$ cat config.mk
export PLATFORM = sky130hd
export DESIGN_NAME = v_addsub_unit
export DESIGN_NICKNAME = d
export VERILOG_FILES = /design/src/rtl/v_addsub_unit.sv
export SDC_FILE = /design/constraint.sdc
export NUM_CORES = 1
export LEC_CHECK = 0
export ABC_AREA = 1
export BUFFER_PORTS_ARGS = -buffer_cell sky130_fd_sc_hd__buf_2
export CORE_MARGIN = 5
export CORE_UTILIZATION = 32
export DETAILED_ROUTE_END_ITERATION = 16
export PLACE_DENSITY = 0.64
export SKIP_CTS_REPAIR_TIMING = 1
export SLEW_MARGIN = 20
export SYNTH_ARGS = -nofsm -noshare
export SYNTH_HDL_FRONTEND = slang
export SYNTH_SLANG_ARGS = --single-unit
$ cat constraint.sdc
create_clock -name CLK -period 0.9 [get_ports CLK]
set_clock_uncertainty 0.05 [all_clocks]
set_input_delay 0.045 -clock CLK [delete_from_list [all_inputs] [get_ports CLK]]
set_output_delay 0.045 -clock CLK [all_outputs]
set_load 0.01 [all_outputs]
$ cat src/rtl/v_addsub_unit.sv
// ---------------------------------------------------------------------------
// v_addsub_unit
//
// Registered two's-complement adder/subtractor. This is the arithmetic
// primitive of the vector ALU. The ALU uses one instance per lane, four
// lanes in total.
//
// The unit computes S = A + B when ADD=1 and S = A - B when ADD=0, modulo
// 2^WIDTH. The ALU sign-extends the operands before they arrive, and it
// slices the narrow result out of S afterwards. Because of that, this block
// is width-agnostic and has no notion of element size.
//
// Parameters
//   WIDTH    operand/result width in bits (8..64)
//   LATENCY  enabled clock edges from input sample to S (1..4)
//
// Ports
//   CLK  in   1      rising-edge clock
//   RST  in   1      asynchronous active-high reset, clears every stage
//   A    in   WIDTH  minuend / first addend
//   B    in   WIDTH  subtrahend / second addend
//   ADD  in   1      1: A+B, 0: A-B
//   CE   in   1      clock enable, 0 freezes the whole pipeline
//   S    out  WIDTH  registered result (last pipeline stage)
// ---------------------------------------------------------------------------
module v_addsub_unit #(
  parameter int WIDTH   = 32,
  parameter int LATENCY = 1
) (
  input  logic             CLK,
  input  logic             RST,
  input  logic [WIDTH-1:0] A,
  input  logic [WIDTH-1:0] B,
  input  logic             ADD,
  input  logic             CE,
  output logic [WIDTH-1:0] S
);

  logic [WIDTH-1:0] b_operand;
  logic [WIDTH-1:0] carry_in;
  logic [WIDTH-1:0] sum;

  // Subtraction reuses the adder as A + ~B + 1. The "+1" enters as a
  // zero-extended carry-in, so one adder serves both operations, and
  // A - 0 and 0 - 0 come out right with no special case.
  always_comb begin
    b_operand = ADD ? B : ~B;
    carry_in  = {{(WIDTH-1){1'b0}}, ~ADD};
    sum       = A + b_operand + carry_in;
  end

  logic [WIDTH-1:0] pipe [LATENCY];

  // Pipeline registers. Stage 0 captures the freshly computed sum, and each
  // later stage takes the value of the stage before it.
  // ADD is consumed here together with A/B. Later stages therefore carry
  // only finished results, and a change of ADD cannot disturb work already
  // in flight. When CE is low, every stage holds its value, which stalls the
  // pipeline instead of inserting bubbles.
  // Reset is asynchronous and clears all stages, so any in-flight results
  // are discarded.
  always_ff @(posedge CLK or posedge RST) begin
    if (RST) begin
      for (int i = 0; i < LATENCY; i++) begin
        pipe[i] <= '0;
      end
    end else if (CE) begin
      pipe[0] <= sum;
      for (int i = 1; i < LATENCY; i++) begin
        pipe[i] <= pipe[i-1];
      end
    end
  end

  assign S = pipe[LATENCY-1];

endmodule

==> results.sh, run 1 <==
export IMPL_die_h_um=117
export IMPL_grt_pass1_vias=3912
export IMPL_die_x_um=117
export IMPL_swShare=0.401
export IMPL_drt_first_pass_iters=4
export IMPL_antenna_found_initial=0
export IMPL_synth_area_um2=3650
export IMPL_wirelength_um=13500
export IMPL_path_clk_slew_ns=0.05
export IMPL_vias=4420
export IMPL_gp_congestion=0.877
export IMPL_synth_xor_area_share=0.106
export IMPL_worstMarginPinSlew_ns=0.436
export IMPL_cts_buffers=5
export IMPL_worst_path_buf_inv=5
export IMPL_overflow=0
export IMPL_power_frac_comb=0.637
export IMPL_cp_start_kind="input port"
export IMPL_crit_path_max_fanout=5
export IMPL_synth_top_family_by_area="simple AND/OR/NAND/NOR gates"
export IMPL_critPathTopFamily="simple AND/OR/NAND/NOR gates"
export IMPL_fin_crit_sh=1.92
export IMPL_clockPowerShare=0.165
export IMPL_period_needed_ns=1.73
export IMPL_finalInstanceArea_um2=6790
export IMPL_grt_use_total=0.165
export IMPL_antenna_cells=0
export IMPL_ys_types=32
export IMPL_yosysSeqAreaShare=0.219
export IMPL_grt_pass1_wl_um=18200
export IMPL_clk_path_buf_depth=2
export IMPL_cts_tree="yes"
export IMPL_hold_class="in2reg"
export IMPL_wl_per_cell_um=14.4
export IMPL_dp_cells=888
export IMPL_slowest_stage="fa_2"
export IMPL_worstPathCellList="buf_12 > buf_8 > nand2_4 > and2_4 > inv_2 > fa_2 > inv_2 > nand2_2 > o21ai_4 > buf_6 > nand3_4 > nand3b_4 > nand2_4 > nand2_2 > nand2_1 > nand3_1 > nand2_1"
export IMPL_via_per_inst=4.71
export IMPL_power_density_nw_per_um2=1480
export IMPL_slew_limit_headroom=0.708
export IMPL_drv_slew=0
export IMPL_setup_slack_ns=-0.827
export IMPL_power_leakage_nw=3.45
export IMPL_critPathKind="in2reg"
export IMPL_power_mw=10.0
export IMPL_clock_latency_ns=0.27
export IMPL_switching_power_mw=4.02
export IMPL_setup_viol=33
export IMPL_cts_sinks=32
export IMPL_drive_gt1_frac=0.550
export IMPL_worstPathArrival_ns=1.84
export IMPL_hold_viol_final=1
export IMPL_synthMuxAreaShare=0
export IMPL_drt_iter0_drc=204
export IMPL_areaGrowthSynthToFinish_pct=86.0
export IMPL_layout_nets=896
export IMPL_rsz0062_at_grt="true"
export IMPL_yosys_area_share_simple=0.352
export IMPL_cts_max_level=2
export IMPL_place_area_um2=4900
export IMPL_required_ns=1.01
export IMPL_synth_seq_cells=32
export IMPL_final_cells=938
export IMPL_dieArea_um2=13600
export IMPL_async_flop_share=1.00
export IMPL_slowest_delay_ns=0.39
export IMPL_status="finished, violations left"
export IMPL_io_buffers=99
export IMPL_drc=0
export IMPL_ys_flop_type="dfrtp_1"
export IMPL_synthesis_nets=690
export IMPL_failed_checks="negative hold slack, negative setup slack"
export IMPL_synth_compound_area_frac=0.0998
export IMPL_largest_reg_flops=32
export IMPL_placementRows=39
export IMPL_syn_avg_cell_area_um2=6.20
export IMPL_synth_edf_count=0
export IMPL_synthAdderAreaFrac=0.119
export IMPL_core_um2=11300
export IMPL_fmax_ghz=0.579
export IMPL_intPower_mw=6.01
export IMPL_vdd_drop_max_mv=1.14
export IMPL_ant_nets=0
export IMPL_ios=100
export IMPL_syn_inst=588
export IMPL_ys_warnings_count=0
export IMPL_drv_cap=0
export IMPL_grt_max_degree=33
export IMPL_hold_ws_ns=-0.00757
export IMPL_pwr_share_seq=0.198
export IMPL_start_util=0.322
export IMPL_root_buffer="clkbuf_16"
export IMPL_pre_cts_slack_ns=-1.20
export IMPL_cp_end_kind="flip-flop"
export IMPL_dp_hpwl_um=9450
## path summary, 6_finish.rpt
check	to	start	depth (start not counted)	slack, ns
max in group asynchronous	S[8]$_DFFE_PP0P_	RST	4	0.32
max	S[20]$_DFFE_PP0P_	ADD	17	-0.83
max reg2reg	S[27]$_DFFE_PP0P_	S[27]$_DFFE_PP0P_	3	0.09
min in group asynchronous	S[22]$_DFFE_PP0P_	RST	4	0.31
min	S[0]$_DFFE_PP0P_	A[0]	3	-0.008
min reg2reg	S[24]$_DFFE_PP0P_	S[24]$_DFFE_PP0P_	2	0.42
## cell usage in the layout (no fill, tap or decap), drive strengths merged
cell / count
nand2: 214
buf: 205
inv: 86
nand3: 44
nor2: 42
xnor2: 39
a21oi: 35
ha: 33
dfrtp: 32
o21ai: 29
clkbuf: 9
xor2: 5
o21bai: 4
nand3b: 3
nor3: 3
clkinv: 3
nand4: 2
or2: 2
and2: 2
a31oi: 1
fa: 1
dlygate4sd3: 1
## stage by stage
| step | utilization | TNS, ns |
|---|---|---|
| after global routing | 0.599 | -23.59 |
| after global placement | 0.433 | -31.49 |
| after CTS | 0.446 | -23.28 |
| after detailed placement | 0.433 | -31.89 |
| after floorplan | - | -22.57 |
| final | 0.599 | -20.48 |
## power groups by stage
stage / Sequential (mW) / Combinational (mW) / Clock, mW
floorplan: 2.14 / 2.23 / 0
global placement: 2.00 / 4.10 / 0
detailed placement: 2.00 / 4.13 / 0
CTS: 1.97 / 4.15 / 1.68
global route: 2.02 / 6.93 / 1.76
finish: 1.98 / 6.38 / 1.66
## synthesized netlist by cell type, types with 4 or more instances
master	number	area share
nand2_1	208	0.21
inv_1	85	0.087
nand3_1	43	0.059
nor2_1	40	0.041
xnor2_1	39	0.094
a21oi_1	34	0.047
ha_1	33	0.11
dfrtp_1	32	0.22
o21ai_0	22	0.030
nand2_2	6	0.010
o21ai_1	6	0.0082
xor2_1	5	0.012
buf_2	4	0.0055
clkbuf_1	4	0.0041
o21bai_1	4	0.0082
## kinds of logic (layout without fill, tap and decap cells)
kind of cell	after synthesis	after routing
adders and majority gates	34	34
DFF	32	32
and+or+nand+nor	312	312
AOI/OAI and AO/OA	69	69
buffers and inverters	97	304
xor gates and xnor gates	44	44
## area by class of cell
cell class,instances,area [µm²]
fill,1000,4530
multi-input combinational,459,3770
sequential,32,801
clock buffer,6,139
timing repair buffer,209,1550
tap,143,179
clock inverter,2,10.0
inverter,87,334
## worst min-delay path: stages
cell and delay, ns:
buf_2 0.10, nand2_1 0.05, a31oi_1 0.07
## per-layer routing
layer	GRT usage	routed length, µm	share of wire	vias up
met5	0	0	0	-
met2	0.250	6510	0.48	105
met3	0.0134	726	0.054	20
met4	0.0352	254	0.019	0
li1	-	-	-	2258
met1	0.254	6020	0.45	2037
No activity file was read; power rests on OpenSTA's default activity.
==> run 2: changes to the inputs <==
--- a/config.mk
+++ b/config.mk
@@ -8,9 +8,9 @@
 export ABC_AREA = 1
 export BUFFER_PORTS_ARGS = -buffer_cell sky130_fd_sc_hd__buf_2
 export CORE_MARGIN = 5
-export CORE_UTILIZATION = 32
+export CORE_UTILIZATION = 30
 export DETAILED_ROUTE_END_ITERATION = 16
-export PLACE_DENSITY = 0.64
+export PLACE_DENSITY = 0.62
 export SKIP_CTS_REPAIR_TIMING = 1
 export SLEW_MARGIN = 20
 export SYNTH_ARGS = -nofsm -noshare
==> run 2 against run 1 <==
The flow finishes with violations (negative setup slack). Clock-buffer cell count is 1 higher. Via count is 5.2% lower. Die area is 6.1% higher. Sequential share of layout area is 1.7 points higher. Critical path type unchanged.
==> results.sh, run 2 (synthesis results as in run 1) <==
export IMPL_pre_cts_slack_ns=-1.17
export IMPL_slew_limit_headroom=0.778
export IMPL_vdd_drop_max_mv=0.637
export IMPL_largest_reg_flops=32
export IMPL_drc=0
export IMPL_drive_gt1_frac=0.444
export IMPL_layout_nets=884
export IMPL_dp_hpwl_um=9650
export IMPL_drt_iter0_drc=179
export IMPL_ant_nets=0
export IMPL_slowest_delay_ns=0.33
export IMPL_areaGrowthSynthToFinish_pct=63.1
export IMPL_clk_path_buf_depth=2
export IMPL_setup_viol=32
export IMPL_drv_cap=0
export IMPL_grt_max_degree=36
export IMPL_hold_viol_final=0
export IMPL_required_ns=1.01
export IMPL_hold_class="in2reg"
export IMPL_power_density_nw_per_um2=1500
export IMPL_cp_start_kind="input port"
export IMPL_critPathTopFamily="simple AND/OR/NAND/NOR gates"
export IMPL_worstPathArrival_ns=1.85
export IMPL_wl_per_cell_um=12.9
export IMPL_grt_pass1_vias=3852
export IMPL_antenna_found_initial=0
export IMPL_status="finished, violations left"
export IMPL_fin_crit_sh=1.94
export IMPL_dieArea_um2=14500
export IMPL_dp_cells=889
export IMPL_io_buffers=99
export IMPL_cts_buffers=5
export IMPL_die_x_um=120
export IMPL_path_clk_slew_ns=0.05
export IMPL_fmax_ghz=0.573
export IMPL_busiest_layer="met2"
export IMPL_layout_common_cells="nand2_1 (170), buf_2 (93), buf_4 (87), inv_1 (79)"
export IMPL_worst_path_buf_inv=4
export IMPL_via_per_inst=4.51
export IMPL_wirelength_um=12000
export IMPL_crit_top_cell="nand2_1"
export IMPL_worstMarginPinSlew_ns=0.333
export IMPL_grt_pass1_wl_um=18000
export IMPL_met1_usage=0.224
export IMPL_cts_max_level=2
export IMPL_ios=100
export IMPL_finalInstanceArea_um2=5950
export IMPL_core_um2=12000
export IMPL_antenna_cells=0
export IMPL_worstPathCellList="buf_12 > buf_6 > xnor2_1 > ha_1 > buf_4 > nand2_4 > inv_1 > a21oi_1 > nand2_1 > nand2_1 > nand2_2 > nand2_2 > nand3_1 > nand3_1 > nand2_1"
export IMPL_final_cells=929
export IMPL_root_buffer="clkbuf_16"
export IMPL_crit_path_max_fanout=7
export IMPL_cts_sinks=32
export IMPL_grtUsageMet3=0.0182
export IMPL_setup_slack_ns=-0.844
export IMPL_drv_slew=0
export IMPL_power_leakage_nw=3.19
export IMPL_place_area_um2=4880
export IMPL_period_needed_ns=1.74
export IMPL_vias=4189
export IMPL_clock_latency_ns=0.27
export IMPL_gr_usage_met2=0.239
export IMPL_overflow=0
export IMPL_cp_end_kind="flip-flop"
export IMPL_rsz0062_at_grt="true"
export IMPL_failed_checks="negative setup slack"
export IMPL_die_h_um=120
export IMPL_cts_tree="yes"
export IMPL_drt_first_pass_iters=4
export IMPL_slowest_stage="ha_1"
export IMPL_placementRows=40
export IMPL_start_util=0.305
export IMPL_gp_congestion=0.892
export IMPL_critPathKind="in2reg"
export IMPL_layout_commonest_cell="nand2_1"
export IMPL_grt_use_total=0.152
-- run 2: cell count changes in the layout (fill, tap and decap cells not counted), moves of 9 or more --
cell	previous run	this run
nand2_1	146	170
xnor2_1	12	26
nand2_2	51	38
ha_1	11	23
ha_4	19	7
buf_6	19	8
nand2_4	17	6
nand3_1	27	38
inv_1	69	79
xnor2_4	12	2
nand3_2	14	5
-- run 2: worst paths after layout --
path	startpoint	end	slack (ns)	cells after the start
setup / recovery	ADD	S[31]$_DFFE_PP0P_	-0.84	15
hold / removal	A[0]	S[0]$_DFFE_PP0P_	0.002	3
min in group asynchronous	RST	S[30]$_DFFE_PP0P_	0.31	4
setup reg to reg	S[7]$_DFFE_PP0P_	S[7]$_DFFE_PP0P_	0.10	3
hold reg to reg	S[30]$_DFFE_PP0P_	S[30]$_DFFE_PP0P_	0.42	2
max in group asynchronous	RST	S[6]$_DFFE_PP0P_	0.31	4
-- run 2: through the flow --
stage	TNS [ns]	hold WS [ns]	util	total power, mW
finish	-21.34	0.00236	0.497	8.95
global route	-24.17	0.00500	0.497	9.61
CTS	-23.03	-0.241	0.421	7.82
detailed placement	-31.62	0.0484	0.408	6.08
global placement	-31.05	0.0471	0.408	6.06
floorplan	-22.57	0.111	-	4.37
-- run 2: metal layers --
layer,part of all wire,vias up
met5,0,-
met4,0.0088,0
met3,0.046,6
met2,0.46,83
met1,0.48,1868
li1,-,2232
-- run 2: layout make-up --
cell class	count	area [µm²]
Inverter	87	327
Fill cell	1190	6010
Sequential cell	32	801
Timing Repair Buffer	197	1380
Clock buffer	7	153
Tap cell	147	184
Multi-Input combinational cell	459	3100
-- run 2: where the power goes --
part	switching [mW]	total, mW	leakage (nW)	internal (mW)
sequential	0.188	1.97	0.385	1.78
clock	0.541	1.70	0.0760	1.16
combinational	2.75	5.28	2.72	2.53
total	3.48	8.95	3.19	5.47
-- run 2: tightest hold or removal path: stages --
cell and delay, ns:
buf_2 0.11, nand2_1 0.06, a31oi_1 0.07
